[config.mk]
export PLATFORM = sky130hd
export DESIGN_NAME = pipe_ctrl_n
export DESIGN_NICKNAME = d
export VERILOG_FILES = /design/src/rtl/pipe_pkg.sv /design/src/rtl/outst_cnt.sv /design/src/rtl/pipe_ctrl_n.sv
export SDC_FILE = /design/constraint.sdc
export NUM_CORES = 1
export LEC_CHECK = 0
export BUFFER_PORTS_ARGS = -buffer_cell sky130_fd_sc_hd__buf_2
export CAP_MARGIN = 40
export CORE_ASPECT_RATIO = 0.5
export CORE_MARGIN = 1.5
export CORE_UTILIZATION = 44
export CTS_CLUSTER_SIZE = 16
export DETAILED_ROUTE_END_ITERATION = 8
export PLACE_DENSITY = 0.9
export SETUP_SLACK_MARGIN = 0.02
export SKIP_LAST_GASP = 1
export SYNTH_ARGS = -nofsm -noshare
export SYNTH_HDL_FRONTEND = slang
export SYNTH_SLANG_ARGS = --single-unit
[constraint.sdc]
create_clock -name clk -period 2.9 [get_ports clk]
set_input_delay 0.145 -clock clk [delete_from_list [all_inputs] [get_ports clk]]
set_output_delay 0.145 -clock clk [all_outputs]
set_load 0.05 [all_outputs]
[src/rtl/pipe_pkg.sv]
// Shared definitions for the pipeline stall/flush controller.
//   state_t   : drain FSM states (RUN, DRAIN)
//   STG_*     : fixed stage indices of IF, ID and EX
//   CNT_W     : width of the outstanding-transaction counters
package pipe_pkg;
  typedef enum logic {
    RUN   = 1'b0,
    DRAIN = 1'b1
  } state_t;

  localparam int STG_IF = 0;
  localparam int STG_ID = 1;
  localparam int STG_EX = 2;
  localparam int CNT_W  = 3;
endpackage

[src/rtl/outst_cnt.sv]
// Credit counter for one in-order request/response bus.
//   clk, rst  : clock, synchronous active-high reset
//   req       : request valid
//   addr_ok   : request accepted this cycle
//   data_ok   : one response returned this cycle
//   cnt       : outstanding transactions
//   req_ok    : a credit is free (forced high while rst)
module outst_cnt
  import pipe_pkg::*;
#(
  parameter int MAX = 2
) (
  input  logic             clk,
  input  logic             rst,
  input  logic             req,
  input  logic             addr_ok,
  input  logic             data_ok,
  output logic [CNT_W-1:0] cnt,
  output logic             req_ok
);
  localparam logic [CNT_W-1:0] MAX_C = CNT_W'(MAX);

  logic acc;

  // A net increment at MAX or a net decrement at 0 is a bus protocol
  // violation; the count holds instead of wrapping.
  function automatic logic [CNT_W-1:0] next_cnt(input logic [CNT_W-1:0] cur,
                                                input logic inc, input logic dec);
    if (inc && !dec && cur >= MAX_C) return cur;
    if (!inc && dec && cur == '0) return cur;
    return cur + CNT_W'(inc) - CNT_W'(dec);
  endfunction

  assign acc    = req && addr_ok;
  assign req_ok = rst || (cnt < MAX_C);

  always_ff @(posedge clk) begin
    if (rst) cnt <= '0;
    else     cnt <= next_cnt(cnt, acc, data_ok);
  end

  assert property (@(posedge clk) disable iff (rst) !(acc && !data_ok && cnt >= MAX_C));
  assert property (@(posedge clk) disable iff (rst) !(!acc && data_ok && cnt == '0));
endmodule

[src/rtl/pipe_ctrl_n.sv]
// Stall/flush controller for an NSTAGE in-order pipeline.
//   clk, rst                    : clock, synchronous active-high reset
//   inst_req/addr_ok/data_ok    : IF bus handshake
//   data_req/addr_ok/data_ok    : EX bus handshake
//   id_rs_ren/id_rs/id_rt_ren/id_rt : ID source operands
//   stg_wen/stg_wreg/stg_late   : per-stage destination and late-result flags
//   ext_stall                   : external per-stage stall causes
//   exc, eret                   : redirect taken at COMMIT
//   stall, flush                : per-stage register hold / clear-to-bubble
//   inst_cancel                 : drop the current inst_data_ok as stale
//   inst_req_ok, data_req_ok    : bus credits available
//   inst_outst, data_outst      : outstanding transaction counts
module pipe_ctrl_n
  import pipe_pkg::*;
#(
  parameter int NSTAGE    = 5,
  parameter int COMMIT    = 3,
  parameter int MAX_OUTST = 2,
  parameter int RW        = 5
) (
  input  logic                 clk,
  input  logic                 rst,
  input  logic                 inst_req,
  input  logic                 inst_addr_ok,
  input  logic                 inst_data_ok,
  input  logic                 data_req,
  input  logic                 data_addr_ok,
  input  logic                 data_data_ok,
  input  logic                 id_rs_ren,
  input  logic [RW-1:0]        id_rs,
  input  logic                 id_rt_ren,
  input  logic [RW-1:0]        id_rt,
  input  logic [NSTAGE-1:0]    stg_wen,
  input  logic [NSTAGE*RW-1:0] stg_wreg,
  input  logic [NSTAGE-1:0]    stg_late,
  input  logic [NSTAGE-1:0]    ext_stall,
  input  logic                 exc,
  input  logic                 eret,
  output logic [NSTAGE-1:0]    stall,
  output logic [NSTAGE-1:0]    flush,
  output logic                 inst_cancel,
  output logic                 inst_req_ok,
  output logic                 data_req_ok,
  output logic [2:0]           inst_outst,
  output logic [2:0]           data_outst
);
  // Only EX and later stages can hold a late producer.
  localparam logic [NSTAGE-1:0] HAZ_MASK = {{(NSTAGE-2){1'b1}}, 2'b00};

  state_t              state;
  logic [3:0]          cancel_cnt;
  logic [3:0]          drain_ld;
  logic [NSTAGE-1:0]   haz;
  logic [NSTAGE-1:0]   cause;
  logic [NSTAGE-1:0]   base_stall;
  logic [NSTAGE-1:0]   base_flush;
  logic                id_haz;
  logic                take;
  logic                inst_acc;

  // Returns still owed to the pipeline when a redirect is taken; a return
  // arriving in the same cycle retires one of them.
  function automatic logic [3:0] drain_load(input logic [2:0] outst,
                                            input logic acc, input logic ret);
    logic [3:0] sum;
    sum = {1'b0, outst} + {3'b000, acc};
    if (ret && sum != 4'd0) sum = sum - 4'd1;
    return sum;
  endfunction

  outst_cnt #(.MAX(MAX_OUTST)) u_inst_cnt (
    .clk(clk), .rst(rst), .req(inst_req), .addr_ok(inst_addr_ok),
    .data_ok(inst_data_ok), .cnt(inst_outst), .req_ok(inst_req_ok)
  );

  outst_cnt #(.MAX(MAX_OUTST)) u_data_cnt (
    .clk(clk), .rst(rst), .req(data_req), .addr_ok(data_addr_ok),
    .data_ok(data_data_ok), .cnt(data_outst), .req_ok(data_req_ok)
  );

  for (genvar s = 0; s < NSTAGE; s++) begin : g_haz
    logic [RW-1:0] wreg;
    assign wreg   = stg_wreg[s*RW +: RW];
    assign haz[s] = stg_wen[s] && stg_late[s] && (wreg != '0) &&
                    ((id_rs_ren && wreg == id_rs) || (id_rt_ren && wreg == id_rt));
  end

  assign id_haz   = |(haz & HAZ_MASK);
  assign take     = exc || eret;
  assign inst_acc = inst_req && inst_addr_ok;
  assign drain_ld = drain_load(inst_outst, inst_acc, inst_data_ok);

  always_comb begin
    cause         = ext_stall;
    cause[STG_IF] = ext_stall[STG_IF] | (inst_req && !inst_addr_ok) | !inst_req_ok;
    cause[STG_ID] = ext_stall[STG_ID] | id_haz;
    cause[STG_EX] = ext_stall[STG_EX] | (data_req && !data_addr_ok) | !data_req_ok;
  end

  // A stalled stage back-pressures every younger stage; a stage that stalls
  // while its successor moves on leaves a bubble behind.
  always_comb begin
    base_stall             = '0;
    base_stall[NSTAGE-1]   = cause[NSTAGE-1];
    for (int s = NSTAGE - 2; s >= 0; s--)
      base_stall[s] = cause[s] | base_stall[s+1];
    base_flush = '0;
    for (int s = 0; s < NSTAGE - 1; s++)
      base_flush[s+1] = base_stall[s] && !base_stall[s+1];
  end

  always_comb begin
    stall       = base_stall;
    flush       = base_flush;
    inst_cancel = inst_data_ok && (state == DRAIN || take);
    if (take) begin
      for (int s = 0; s < COMMIT; s++) begin
        stall[s] = 1'b0;
        flush[s] = 1'b1;
      end
      flush[COMMIT] = !base_stall[COMMIT];
    end
    if (inst_cancel) flush[STG_ID] = 1'b1;
    if (rst) begin
      stall       = '0;
      flush       = '1;
      inst_cancel = 1'b0;
    end
  end

  // Drain FSM
  always_ff @(posedge clk) begin
    if (rst) begin
      state      <= RUN;
      cancel_cnt <= 4'd0;
    end else if (take) begin
      cancel_cnt <= drain_ld;
      state      <= (drain_ld != 4'd0) ? DRAIN : RUN;
    end else if (state == DRAIN && inst_data_ok) begin
      cancel_cnt <= cancel_cnt - 4'd1;
      if (cancel_cnt <= 4'd1) state <= RUN;
    end
  end
endmodule

# After elaboration in Yosys (flattened, before gate mapping)
# Index checks and enable logic that the tools add are counted.
# totals
word_cells	128
input_bits	62
output_inout_bits	19
register_bits	11
# op_classes
n_eq_ne	8
magnitude_cmp	5
n_bitwise	9
n_mux	31
add_sub_neg	7
n_reduce_logical	64
# ops
cell	count
$logic_and A1 B1 Y1	34
$eq A5 B5 Y1	6
$mux W3	9
$mux W1	16
$mux W4	4
$reduce_bool A5 Y1	3
$logic_not A1 Y1	12
$mux W5	2
$or A1 B1 Y1	9
$reduce_bool A4 Y1	2
$sub A4 B1 Y4 const B	2
$logic_or A1 B1 Y1	7
$add A3 B1 Y3	2
$ge A3 B2 Y1 const B	2
$logic_not A3 Y1	2
$lt A3 B2 Y1 const B	2
$ne A3 B2 Y1 const B	2
$sub A3 B1 Y3	2
$add A3 B1 Y4	1
$le A4 B1 Y1 const B	1
$reduce_bool A2 Y1	2
$reduce_or A3 Y1	1
$reduce_and A2 Y1	1

# Longest topological paths before layout
# depth
ltp_word	12
depth_mapped	12
mapped_depth_nobuf	12

# Modules after synthesis
# Synthesis repeated with hierarchy kept, for this count alone.
# hier_totals
hier_cells	191
hier_area_um2	1534.0
# by_module_without_submodules
mod	area_per_inst_um2	n_inst	cells_each	seq_area_each_um2
pipe_ctrl_n	991.0	1	131	100.1
outst_cnt	271.5	2	30	60.1

# Worst setup path before layout
# Ideal clock, no wire load.
# synth_timing
path_kind	register -> register
start	register u_inst_cnt.cnt[0]
end	register state
n_path_buf	0
path_stages_with_launch	11
synth_period_minus_slack_ns	2.582
t_arrival_ns	2.437
setup_slack_ns	0.318
required_ns	2.755
setup_time_ns	0.145
path_cell_list	dfxtp_1 -> ha_1 -> ha_1 -> inv_1 -> ha_1 -> a21bo_2 -> o21a_1 -> nand2_1 -> xnor2_1 -> a2111oi_0 -> a211oi_1
# synth_between
elab_chain_len	7
word_cells_on_any_way	8
classes_between	add/sub (2); mux (3); reduce/logical (3)
# synth_rtl
item	line_no	rtl
start: declaration	outst_cnt.sv:18	output logic [CNT_W-1:0] cnt,
start signal: assignment	outst_cnt.sv:39	else cnt <= next_cnt(cnt, acc, data_ok);
$add A3 B1 Y4 (*)	pipe_ctrl_n.sv:66	sum = {1'b0, outst} + {3'b000, acc};
branches (longest 2 deep; another with $sub A4 B1 Y4)	n/a	
$mux W4 (*)	pipe_ctrl_n.sv:67	if (ret && sum != 4'd0) sum = sum - 4'd1;
$reduce_bool A4 Y1 (*)	pipe_ctrl_n.sv:138	state <= (drain_ld != 4'd0) ? DRAIN : RUN;
$mux W1 (*)	pipe_ctrl_n.sv:138	
$mux W1 (*)	pipe_ctrl_n.sv:136	end else if (take) begin
end signal: assignment	pipe_ctrl_n.sv:138	
end: declaration	pipe_ctrl_n.sv:50	state_t state;
# Mark *: on every way between the ends.
# A chain may end at the register's enable or synchronous reset.

# Final worst setup path
# Ends and elaborated chain as after synthesis.

==> tab_implementation.tex <==
\begin{tabular}{lr}
\hline
Metric & Value \\
\hline
\multicolumn{2}{l}{\textbf{Status}} \\
Outcome & completed \\
\multicolumn{2}{l}{\textbf{Route}} \\
Total number of vias & about 1500 \\
Wire length the detailed router placed on met1 & roughly 1400 µm \\
Initial drt markers & 57 \\
Routed wirelength normalized by instance count & around 12 µm \\
Highest signal layer in the routed design & met4 \\
Detailed-route DRC error count & 0 \\
Drt via density & approximately 5.2 \\
Routed Antenna Nets & 0 \\
Met2 wirelength from detailed routing & approximately 1800 µm \\
Detailed route wirelength on metal3 & roughly 150 µm \\
Drt total wl & about 3400 µm \\
Number of optimization iterations in the first detailed-route pass & 4 \\
\multicolumn{2}{l}{\textbf{Clock tree}} \\
Clock Tree Root & clkbuf\_8 \\
Num Clock Sinks & 11 \\
Maximum buffer depth of the clock tree & 2 \\
Worst-Skew Late Latency & between 200 and 250 ps \\
TritonCTS clock tree & built \\
CTS H-tree depth & 1 \\
Buffers inserted during post-CTS setup optimization & 0 \\
Number of buffers inserted for hold repair after clock tree synthesis & 0 \\
Count of cells resized by post-cts repair & 0 \\
TritonCTS buffer count & 3 \\
Clk pin slew, worst setup/hold paths & around 50 ps \\
\multicolumn{2}{l}{\textbf{STA}} \\
Count of final setup violators & 0 \\
Final slew viol count & 0 \\
Number of hold violations in the final report & 0 \\
Tightest Pin Transition & between 500 and 600 ps \\
Minimum clock period & between 2000 and 3000 ps \\
TNS Setup & 0 ps \\
RSZ-0062 raised after global routing & false \\
Max-slew headroom at the worst pin & 63.3\% \\
Clock skew after layout & between 4 and 5 ps \\
PnR worst setup slack & 399 ps \\
Period utilisation layout & 86.2\% \\
FMAX & about 400 MHz \\
\multicolumn{2}{l}{\textbf{Critical path}} \\
Startpoint kind of the worst setup timing path & flip-flop \\
Delay contributed by the slowest stage of the critical path & between 300 and 400 ps \\
Largest fanout on the critical path & 6 \\
Worst path most repeated cell & ha\_1 \\
Kind of end point of the critical path & flip-flop \\
CP Class & flip-flop to flip-flop \\
Cells on worst reg2reg path & 10 \\
Arr. time, crit path & roughly 2600 ps \\
List of cells traversed by the critical path & ha\_1, ha\_1, inv\_1, ha\_1, a21bo\_2, o21a\_1, nand2\_1, xnor2\_1, a2111oi\_0, a211oi\_1 \\
Critical path's slowest cell & a2111oi\_0 \\
Crit path required time & 2990 ps \\
\multicolumn{2}{l}{\textbf{Floorplanning}} \\
FP Rows & 14 \\
Vertical extent of the die & between 40 and 50 µm \\
Initial Utilization & between 40\% and 50\% \\
Die Width & 82.1 µm \\
Area of the core & about 0.0030 mm² \\
Io pins & 81 \\
Die outline area & approximately 0.0035 mm² \\
\multicolumn{2}{l}{\textbf{Cells and area}} \\
Fin util & 59.9\% \\
Sequential Area & 220 µm² \\
Share of cells above drive strength 1 & a little under a third \\
Filler cell count in the final layout & 245 \\
Area grow syn2layout & 30.4\% \\
Net count of the finished layout & about 320 \\
Total inserted antenna cells & 0 \\
Post-route cell area & 0.00179 mm² \\
Area used by multi-input combinational logic & 0.00107 mm² \\
\multicolumn{2}{l}{\textbf{Synthesis}} \\
\#FFs+latches synth & 11 \\
Post-synthesis async set-or-reset flop share & 0\% \\
Dominant cell by count in the synthesized netlist & xor2\_1 \\
Per-instance average area after synthesis & $\sim$7.7 µm² \\
Synthesis warning total & 0 \\
Biggest area consumer among synthesized cells & xor2\_1 \\
Commonest cells post-synth & 27 x xor2\_1, 20 x inv\_1, 17 x nor2\_1 \\
Number of unique standard cell types used by synthesis & 32 \\
Post-Syn Nets & $\sim$250 \\
Mapped Area & around 0.0014 mm² \\
Leading register cell type out of synthesis & dfxtp\_1 \\
Number of enable flip-flop cells after synthesis & 0 \\
Biggest area contributors in the synthesized netlist & xor2\_1 17\%, dfxtp\_1 16\%, ha\_1 11\%, xnor2\_1 7.6\%, inv\_1 5.5\% \\
Area fraction of the dominant cell type after synthesis & 17.2\% \\
Sequential element share of the synthesized area & around 16\% \\
Post-synthesis cell count & 178 \\
\multicolumn{2}{l}{\textbf{Placed design}} \\
Setup WS pre-CTS & roughly 370 ps \\
Count of input and output buffers & 66 \\
Placement Cell Area & around 0.0017 mm² \\
Placer's final routability congestion estimate & roughly 0.87 \\
HPWL Detailed & $\sim$2800 µm \\
\multicolumn{2}{l}{\textbf{Global route}} \\
Gr ovfl total & 0 \\
Largest net degree at the start of global routing & 19 \\
Vias in the first global route & approximately 1400 \\
Initial antenna violation count & 0 \\
Wire length of the first global-routing pass & roughly 5600 µm \\
GRT Util Overall & a little over a fifth \\
\multicolumn{2}{l}{\textbf{Power and ir drop}} \\
Static Leakage & approximately 0.00084 µW \\
Max VDD drop & 276 µV \\
Power per Cell Area & 647 mW/mm² \\
\multicolumn{2}{l}{\textbf{Worst hold path}} \\
Cell count of the worst hold path & 4 \\
Class of the tightest hold or removal check & input pin to flip-flop \\
\multicolumn{2}{l}{\textbf{Job}} \\
Max-cap violations & 0 \\
\hline
\end{tabular}
-- per-layer routing --
metal | up-vias | GRT usage [%]
li1 | 762 | -
met5 | - | 0
met2 | 51 | 39.2
met4 | 0 | 8.47
met1 | 669 | 23.0
met3 | 6 | 3.70
-- final timing paths --
kind                                   from                        endpoint  slack (ps)
max          u_inst_cnt.cnt[0]$_SDFFE_PP0P_              state$_SDFFE_PP0P_         400
min                            data_data_ok  u_data_cnt.cnt[0]$_SDFFE_PP0P_         240
max reg2reg  u_inst_cnt.cnt[0]$_SDFFE_PP0P_              state$_SDFFE_PP0P_         400
min reg2reg  u_data_cnt.cnt[0]$_SDFFE_PP0P_  u_data_cnt.cnt[0]$_SDFFE_PP0P_         500
-- flip-flops by register name (all words and copies together) (netlist names) --
register / cells
u_data_cnt.cnt: 3
u_inst_cnt.cnt: 3
cancel_cnt: 4
state: 1
-- layout make-up --
cell class,count,area share (%)
well taps,40,2.79
clock buffers,4,2.51
inverters,20,4.18
flip-flops and latches,11,12.3
repair buffers,66,18.4
multi-input cells,145,59.8
-- worst max-delay path: cells and delay by family (launching register included) --
family                   cells  cell delay, ps
AO/OA/AOI/OAI                4             880
XOR/XNOR                     1             150
adder cells (fa/ha/maj)      3             790
buffers and inverters        1              70
flip-flops                   1             350
AND/OR/NAND/NOR              1             100
-- report_power, final --
part | total, µW | internal (µW) | switching (µW)
sequential | 265 | 202 | 62.3
combinational | 744 | 279 | 464
clock | 153 | 96.4 | 56.6
-- layout by cell type, fill, tap and decap left out, types with 4 or more instances in the layout --
cell,n
nor3_1,8
a211oi_1,8
a21oi_1,6
nand2_1,11
o211ai_1,4
buf_2,66
nor2_1,17
nand3_1,8
ha_1,12
nor4_1,7
xnor2_1,12
dfxtp_1,11
inv_1,20
xor2_1,27
-- kinds of logic (layout without fill, tap and decap cells) --
kind of cell	Yosys count	count (layout)	share of synthesized area, %
AND/OR/NAND/NOR	58	58	20.8
buffers and inverters	22	90	6.00
multiplexers	1	1	0.727
AO/OA/AOI/OAI	33	33	17.8
XOR/XNOR	39	39	24.8
adder cells (fa/ha/maj)	14	14	13.8
flip-flops	11	11	16.0
-- metrics by stage --
stage | instances | total power, µW | hold WS [ps]
after floorplan | 178 | 811 | 340
after global placement | 282 | 960 | 464
after detailed placement | 282 | 997 | 477
after CTS | 286 | 1160 | 227
after global routing | 286 | 1250 | 264
final | 286 | 1160 | 236
No activity file was read; power rests on OpenSTA's default activity.
